`config.mk`:
```
export PLATFORM = sky130hd
export DESIGN_NAME = led_pattern_gen
export DESIGN_NICKNAME = d
export VERILOG_FILES = /design/src/rtl/led_pattern_gen.sv
export SDC_FILE = /design/constraint.sdc
export NUM_CORES = 1
export LEC_CHECK = 0
export CORE_MARGIN = 4
export CORE_UTILIZATION = 61
export DETAILED_ROUTE_END_ITERATION = 16
export PLACE_DENSITY = 0.79
export SLEW_MARGIN = 40
export SYNTH_ARGS = -nofsm -noshare
export SYNTH_HDL_FRONTEND = slang
export SYNTH_SLANG_ARGS = --single-unit
```
`constraint.sdc`:
```
create_clock -name sys_clk -period 3.4 [get_ports sys_clk]
set_clock_uncertainty 0.2 [all_clocks]
set_input_delay 0.34 -clock sys_clk [delete_from_list [all_inputs] [get_ports sys_clk]]
set_output_delay 0.34 -clock sys_clk [all_outputs]
set_load 0.03 [all_outputs]
```
`src/rtl/led_pattern_gen.sv`:
```
// LED pattern sequencer: rotate-left/right, ping-pong and blink-all patterns
// stepped by a run-time selectable prescaler, with run/pause control.
module led_pattern_gen #(
  parameter int LED_NUM     = 4,
  parameter int TICK_CYCLES = 25_000_000,
  parameter int CNT_W       = 25
) (
  input  logic               sys_clk,
  input  logic               sys_rst,
  input  logic               en,
  input  logic [1:0]         mode,
  input  logic [1:0]         speed_sel,
  output logic [LED_NUM-1:0] led,
  output logic               step_pulse
);

  typedef enum logic [1:0] {M_ROTL = 2'b00, M_ROTR = 2'b01, M_PING = 2'b10, M_BLINK = 2'b11} mode_e;
  typedef enum logic {DIR_LEFT = 1'b0, DIR_RIGHT = 1'b1} dir_e;

  localparam logic [CNT_W-1:0]   TICK    = CNT_W'(TICK_CYCLES);
  localparam logic [LED_NUM-1:0] LED_LSB = LED_NUM'(1);
  localparam logic [LED_NUM-1:0] LED_MSB = LED_NUM'(1) << (LED_NUM - 1);

  logic [CNT_W-1:0]   r_cnt,    w_cnt_nxt;
  logic [LED_NUM-1:0] r_led,    w_led_nxt;
  dir_e               r_dir,    w_dir_nxt;
  mode_e              r_mode_q, w_mode_nxt;
  logic               r_step;

  logic [CNT_W-1:0]   w_limit_m1;
  logic               w_step;
  logic               w_onehot;
  logic               w_go_left;
  logic [LED_NUM-1:0] w_shl, w_shr;
  mode_e              w_mode;

  assign w_mode     = mode_e'(mode);
  assign w_limit_m1 = (TICK >> speed_sel) - CNT_W'(1);
  // >= rather than == so a speed increase never lets cnt run past the new limit
  assign w_step     = en && (r_cnt >= w_limit_m1);
  assign w_onehot   = (r_led != '0) && ((r_led & (r_led - LED_LSB)) == '0);
  assign w_shl      = r_led << 1;
  assign w_shr      = r_led >> 1;
  // bounce off either end even if dir disagrees with the lit position
  assign w_go_left  = ((r_dir == DIR_LEFT) && !r_led[LED_NUM-1]) || r_led[0];

  function automatic logic [LED_NUM-1:0] start_pat(input mode_e m);
    case (m)
      M_ROTR:  start_pat = LED_MSB;
      M_BLINK: start_pat = '1;
      default: start_pat = LED_LSB;
    endcase
  endfunction

  always_comb begin
    w_cnt_nxt  = r_cnt;
    w_led_nxt  = r_led;
    w_dir_nxt  = r_dir;
    w_mode_nxt = r_mode_q;
    if (en) w_cnt_nxt = w_step ? '0 : r_cnt + CNT_W'(1);
    if (w_step) begin
      if (w_mode != r_mode_q || (w_mode != M_BLINK && !w_onehot)) begin
        w_mode_nxt = w_mode;
        w_led_nxt  = start_pat(w_mode);
        if (w_mode == M_PING) w_dir_nxt = DIR_LEFT;
      end else begin
        case (r_mode_q)
          M_ROTL:  w_led_nxt = {r_led[LED_NUM-2:0], r_led[LED_NUM-1]};
          M_ROTR:  w_led_nxt = {r_led[0], r_led[LED_NUM-1:1]};
          M_PING: begin
            if (w_go_left) begin
              w_led_nxt = w_shl;
              w_dir_nxt = w_shl[LED_NUM-1] ? DIR_RIGHT : DIR_LEFT;
            end else begin
              w_led_nxt = w_shr;
              w_dir_nxt = w_shr[0] ? DIR_LEFT : DIR_RIGHT;
            end
          end
          default: w_led_nxt = ~r_led;
        endcase
      end
    end
  end

  always_ff @(posedge sys_clk or posedge sys_rst) begin
    if (sys_rst) begin
      r_cnt    <= '0;
      r_led    <= LED_LSB;
      r_dir    <= DIR_LEFT;
      r_mode_q <= M_ROTL;
      r_step   <= 1'b0;
    end else begin
      r_cnt    <= w_cnt_nxt;
      r_led    <= w_led_nxt;
      r_dir    <= w_dir_nxt;
      r_mode_q <= w_mode_nxt;
      r_step   <= w_step;
    end
  end

  assign led        = r_led;
  assign step_pulse = r_step;

endmodule

```
==> flow_metrics.env <==
export IMPL_top_layer="met4"
export IMPL_multi_input_area_um2=1590
export IMPL_core_area_um2=4000
export IMPL_yosys_area_top_type="dfrtp_1"
export IMPL_synthCells=282
export IMPL_synthArstFlopShare=1.000
export IMPL_drt_initial_drc_count=132
export IMPL_place_gp_congestion=0.8595
export IMPL_dr_wl_met2_um=2622
export IMPL_grt_total_usage=0.2270
export IMPL_cp_end_kind="flip-flop"
export IMPL_reg2reg_from="r_cnt[0]"
export IMPL_die_y_um=72.50
export IMPL_antenna_found_initial=0
export IMPL_clock_sinks=33
export IMPL_synth_ff_type="dfrtp_1"
export IMPL_slew_viol_final=0
export IMPL_ios=12
export IMPL_period_needed_ns=3.194
export IMPL_grt_max_degree=21
export IMPL_dp_slack_ns=-0.1493
export IMPL_slew_headroom=0.5612
export IMPL_hold_buffers=0
export IMPL_stdcell_count=357
export IMPL_met1_length_um=2533
export IMPL_syn_avg_cell_area_um2=8.998
export IMPL_yosysWarnings=0
export IMPL_max_freq_ghz=0.3131
export IMPL_avgViaCountPerCell=5.966
export IMPL_area_delta_synth_final_pct=12.67
export IMPL_dr_total_vias=2130
export IMPL_status="complete, no violations"
export IMPL_seq_area_frac_synth=0.3259
export IMPL_antenna_cells=0
export IMPL_clkTransAtPathRegs_ns=0.07
export IMPL_n_fill_cell=324
export IMPL_syn_area_um2=2537
export IMPL_wl_per_cell_um=15.28
export IMPL_yosys_register_bits=33
export IMPL_place_area_um2=2774
export IMPL_first_global_vias=2006
export IMPL_worst_pin_slew_ns=0.6538
export IMPL_cts_root_buf="clkbuf_8"
export IMPL_start_kind="primary input"
export IMPL_cts_tree="built"
export IMPL_ir_drop_uv=228.7
export IMPL_setup_violations=0
export IMPL_dpl_hpwl_um=4093
export IMPL_powerDensity_nw_per_um2=356.0
export IMPL_critPathLaunch="speed_sel[1]"
export IMPL_rsz0062_at_grt="no"
export IMPL_final_antenna_net_count=0
export IMPL_clock_latency_ns=0.29
export IMPL_leakage_uw=0.001305
export IMPL_clk_path_buf_depth=2
export IMPL_fin_ws_ns=0.2057
export IMPL_routed_wl_um=5454
export IMPL_synth_area_top_cells="dfrtp_1 (32%), ha_1 (11%), xor2_1 (5.9%), nor2_1 (5.5%), nand2_1 (3.1%)"
export IMPL_io_buffers=11
export IMPL_numCtsBuffers=5
export IMPL_power_uw=1018
export IMPL_nets=335
export IMPL_cp_slowest_cell="clkdlybuf4s50_1"
export IMPL_rows=23
export IMPL_drv_cap=0
export IMPL_drc=0
export IMPL_crit_type="in2reg"
export IMPL_design_area_um2=2859
export IMPL_dp_cells=349
export IMPL_synth_edf_count=0
export IMPL_initial_core_util=0.6343
export IMPL_seqPwrFrac=0.474
export IMPL_yosysUniqueCellTypes=62
export IMPL_arrival_ns=3.17
export IMPL_cts_max_level=2
export IMPL_seqCellArea_um2=827.0
export IMPL_swShare=0.3246
export IMPL_die_area_um2=5256
export IMPL_crit_required_ns=3.37
export IMPL_grt_pass1_wl_um=9321
export IMPL_crit_path_cell_trace="clkdlybuf4s50_1 > inv_1 > nor2_2 > ha_1 > ha_1 > a211oi_1 > a21oi_1 > a211o_1 > a211oi_4 > buf_4 > a211oi_1 > mux2_1"
export IMPL_pwr_share_clk=0.278
export IMPL_p_comb_frac=0.248
export IMPL_slowest_delay_ns=0.50
export IMPL_drive_above_1_share=0.1368
export IMPL_p_switching_uw=330.4
export IMPL_finalCritPeriodShare=0.9395
export IMPL_hp_class="in2async"
export IMPL_worst_path_max_fanout=4
export IMPL_synth_top_area_frac=0.3156
export IMPL_internal_power_uw=687.5
export IMPL_die_x_um=72.50
export IMPL_overflow=0
export IMPL_hold_viol=0
export IMPL_first_pass_iters=5
export IMPL_route_met3_wl_um=219
-- path summary, 6_finish.rpt --
| check | end | slack, ns | depth (start not counted) |
|---|---|---|---|
| worst max register to register | r_dir | 0.72 | 9 |
| max in group asynchronous | led[0] | 2.04 | 3 |
| min in group sys_clk | r_cnt[24] | 0.37 | 2 |
| worst min register to register | r_cnt[24] | 0.37 | 2 |
| worst max-delay path | r_dir | 0.21 | 12 |
| worst min-delay path | r_cnt[13] | 0.23 | 2 |
-- power groups by stage --
| stage | clock (uW) | sequential (uW) | combinational [uW] |
|---|---|---|---|
| 3_5_place_dp | 0 | 489 | 251 |
| 3_3_place_gp | 0 | 487 | 239 |
| 2_1_floorplan | 0 | 473 | 196 |
| 6_report | 283 | 482 | 253 |
| 4_1_cts | 290 | 481 | 253 |
| 5_1_grt | 309 | 488 | 289 |
-- through the flow --
step           hold slack (ns)  utilization  TNS (ns)
6_report                0.2320       0.7147         0
5_1_grt                 0.2854       0.7147         0
4_1_cts                 0.2501       0.7141         0
3_5_place_dp            0.3530       0.6935   -0.9638
3_3_place_gp            0.3302       0.6935  -0.03668
2_1_floorplan           0.2682            -         0
-- cell type report --
class	count	share of cell area
well taps	50	0.02188
clock buffers	6	0.02538
inverters	15	0.02057
clock inverters	2	0.003501
flip-flops and latches	33	0.2893
multi-input cells	223	0.5562
repair buffers	28	0.08315
-- kinds of logic (layout without fill, tap and decap cells) --
group,after synthesis,count (layout),share of synthesized area
simple gates,110,110,0.2165
compound gates,57,57,0.1810
flops,33,33,0.3259
buf+inv,27,51,0.04980
fa+ha+maj,23,23,0.1124
xor+xnor,23,23,0.07939
mux,7,7,0.03205
other cells,2,3,0.002960
-- layout by cell type (no fill, tap or decap), types with 5 or more instances in the layout --
cell / count
a21oi_1: 8
buf_4: 17
clkbuf_8: 5
clkdlybuf4s50_1: 11
dfrtp_1: 32
ha_1: 22
inv_1: 12
nand2_1: 21
nand3_1: 14
nand4_1: 10
nor2_1: 36
o21ai_0: 10
xnor2_1: 6
xor2_1: 17
-- repair_timing --
action,in CTS,in global routing
resized for setup,0,1
buffers inserted,0,0
hold endpoints to repair,0,0
setup endpoints to repair,0,1
-- Yosys cell counts, types with 2 or more instances --
cell type  count
nor2_1        37
dfrtp_1       32
ha_1          22
nand2_1       21
xor2_1        17
nand3_1       14
inv_1         12
nand4_1       10
o21ai_0       10
clkbuf_1       9
a21oi_1        8
xnor2_1        6
a211oi_1       4
a21o_1         4
mux2i_1        4
nor3_1         4
a221oi_1       3
a311oi_1       3
and2_1         3
buf_6          3
nor2b_1        3
a2111oi_0      2
a211o_1        2
a211oi_4       2
conb_1         2
mux2_4         2
nand2b_1       2
nor3_2         2
nor4_1         2
nor4b_1        2
o21bai_1       2
o2bb2ai_1      2
or3_1          2
-- routing by layer --
metal / track usage / up-vias
li1: - / 1060
met1: 0.3040 / 1021
met2: 0.3691 / 40
met3: 0.04432 / 9
met4: 0.07582 / 0
met5: 0 / -
-- sequential cells by signal, summed over array words and instances, names as in the netlist --
name        cells
step_pulse      1
r_mode_q        2
r_cnt          25
led             4
r_dir           1
-- critical path, delay by kind of cell --
| kind | cells | cell delay, ns |
|---|---|---|
| adder cells (fa/ha/maj) | 2 | 0.55 |
| multiplexers | 1 | 0.32 |
| AND/OR/NAND/NOR | 1 | 0.18 |
| AO/OA/AOI/OAI | 5 | 1.01 |
| buffers and inverters | 3 | 0.75 |
Note: power is estimated with default switching activity, not from simulation.
==> variant, RTL diff (same settings) <==
Put one more register stage on the output `led`, without a reset. The value now appears one clock later. The other outputs are not delayed to match.
--- a/src/rtl/led_pattern_gen.sv
+++ b/src/rtl/led_pattern_gen.sv
@@ -98,7 +98,9 @@
     end
   end
 
-  assign led        = r_led;
+  always_ff @(posedge sys_clk) begin
+    led <= r_led;
+  end
   assign step_pulse = r_step;
 
 endmodule
Behaviour: no difference found for any inputs over 10 cycles, from zero or initial values and one cycle with sys_rst high; that may be too few to reach the edited logic, so the function may still have changed.
==> variant against the unedited design <==
Sequential power rose by 7.1%. Sequential cell count rose by 4. Cell area rose by 0.70%. Setup slack improved by 0.10 ns. Power rose by 5.2%. Synthesized cell count rose by 5.7%. First-iteration DRC count fell by 5.3%. Wire length fell by 0.44%. Synthesized area rose by 0.54%. Final cell count rose by 2.8%. Critical endpoint is now r_led[2]. Largest cell class unchanged. Highest routed layer unchanged.
==> variant: results (changes against the unedited design) <==
power_frac_seq: 0.482  # was 0.474
slowest_stage: "clkdlybuf4s50_1"  # unchanged
finalWirelength_um: 5430  # was 5450 µm
dp_cells: 359  # was 349
fin_nets: 345  # was 335
place_area_um2: 2760  # was 2770 µm²
grt_usage: 0.230  # was 0.227
cp_slowest_stage_delay_ns: 0.51
powerClk_w: 0.000405  # was 0.000283 W
dp_hpwl_um: 4090  # about the same
status: "finished, final reports clean"  # unchanged
grt_pass1_vias: 1999  # was 2006
cts_root_buf: "clkbuf_8"  # unchanged
yosys-top-cells-area: "dfrtp_1, ha_1, nor2_1"  # was dfrtp_1, ha_1, xor2_1
avgSynthCellArea_um2: 8.56  # was 9.00 µm²
period_minus_slack_ns: 3.09  # was 3.19 ns
grt_max_degree: 34  # was 21
gp_congestion: 0.885  # was 0.860
worst_ir_drop_vdd_mv: 0.263  # was 0.229 mV
avgRoutedWirePerCell_um: 14.8  # was 15.3 µm
n_fill_cell: 323  # was 324
vias: 2134  # was 2130
r2r_end: "r_led[2]"  # was r_dir
drt_iter0_markers: 125  # was 132
post-cts-setup-buffers: 0  # unchanged
seq_area_frac_synth: 0.356  # was 0.326
drive_above_1_share: 0.0915  # was 0.137
synth_cell_types: 47  # was 62
reg2reg_from: "r_cnt[10]"  # was r_cnt[0]
async_flop_share: 0.892  # was 1.00
reg2reg_depth: 8  # was 9
reg.largest.list: "r_cnt (25), led (4), r_led (4)"
pre_cts_slack_ns: 0.00827  # was -0.149 ns
htree_levels: 2  # unchanged
cellInternalPower_w: 0.000774  # was 0.000687 W
leakage_nw: 1.33  # was 1.30 nW
reg2reg_slack_ns: 0.88  # was 0.72 ns
synthTopCellsByCount: "nor2_1, dfrtp_1, nand2_1"  # was nor2_1, dfrtp_1, ha_1
cp.arrival_ns: 3.12  # was 3.17 ns
yosysWarnings: 0  # unchanged
path_max_fanout: 11  # was 4
grt_pass1_wl_um: 9630  # was 9320 µm
first_pass_iters: 4  # was 5
==> variant: changes by cell type after synthesis, moves of 4 or more <==
| cell | before | now |
|---|---|---|
| nor2_1 | 37 | 49 |
| xnor2_1 | 6 | 15 |
| inv_1 | 12 | 20 |
| xor2_1 | 17 | 9 |
| nand2_1 | 21 | 26 |
| dfxtp_1 | 0 | 4 |
| mux2_2 | 0 | 4 |
| nand2b_1 | 2 | 6 |
| o211ai_1 | 0 | 4 |
| o21ai_0 | 10 | 6 |
==> variant: final cells by class <==
type / count / share of cell area
Sequential cell: 37 / 0.315
Clock buffer: 6 / 0.0287
Clock inverter: 2 / 0.0130
Inverter: 20 / 0.0261
Multi-Input combinational cell: 228 / 0.523
Timing Repair Buffer: 24 / 0.0721
Tap cell: 50 / 0.0217
==> variant: routing by layer <==
metal	GRT usage	part of all wire	up-vias
met5	0	0	-
met4	0.0553	0.011	0
met3	0.0455	0.053	5
met2	0.357	0.47	43
met1	0.331	0.47	1024
li1	-	-	1062
==> variant: metrics by stage <==
| stage | power, W | utilization | hold slack [ns] |
|---|---|---|---|
| after floorplan | 0.000622 | - | 0.145 |
| after global placement | 0.000667 | 0.685 | 0.280 |
| after detailed placement | 0.000674 | 0.685 | 0.281 |
| after CTS | 0.00108 | 0.715 | 0.252 |
| after global routing | 0.00113 | 0.715 | 0.300 |
| final | 0.00107 | 0.715 | 0.234 |
==> variant: worst max path at each step <==
stage / from / endpoint / slack (ns) / cells past startpoint
global placement: speed_sel[1] / r_led[2] / 0.13 / 12
detailed placement: speed_sel[1] / r_led[2] / 0.008 / 12
CTS: speed_sel[1] / r_led[2] / 0.32 / 12
finish: speed_sel[1] / r_led[2] / 0.31 / 12
floorplan: speed_sel[1] / r_led[1] / 0.58 / 10
global route: speed_sel[1] / r_led[2] / 0.09 / 14
==> variant: cell families (layout without fill, tap and decap cells) <==
kind of cell             after synthesis  after routing  synth area share
AO/OA/AOI/OAI                         43             43             0.123
XOR/XNOR                              25             25            0.0888
adder cells (fa/ha/maj)               22             22             0.108
buffers and inverters                 34             52            0.0554
flip-flops                            37             37             0.356
multiplexers                           7              7            0.0294
other                                  2              3           0.00294
AND/OR/NAND/NOR                      128            128             0.237
==> variant: worst max-delay path, delay by kind of cell <==
kind / cells / cell delay [ns]
buffers and inverters: 3 / 0.82
AO/OA/AOI/OAI: 2 / 0.60
AND/OR/NAND/NOR: 4 / 0.59
adder cells (fa/ha/maj): 2 / 0.58
multiplexers: 1 / 0.19
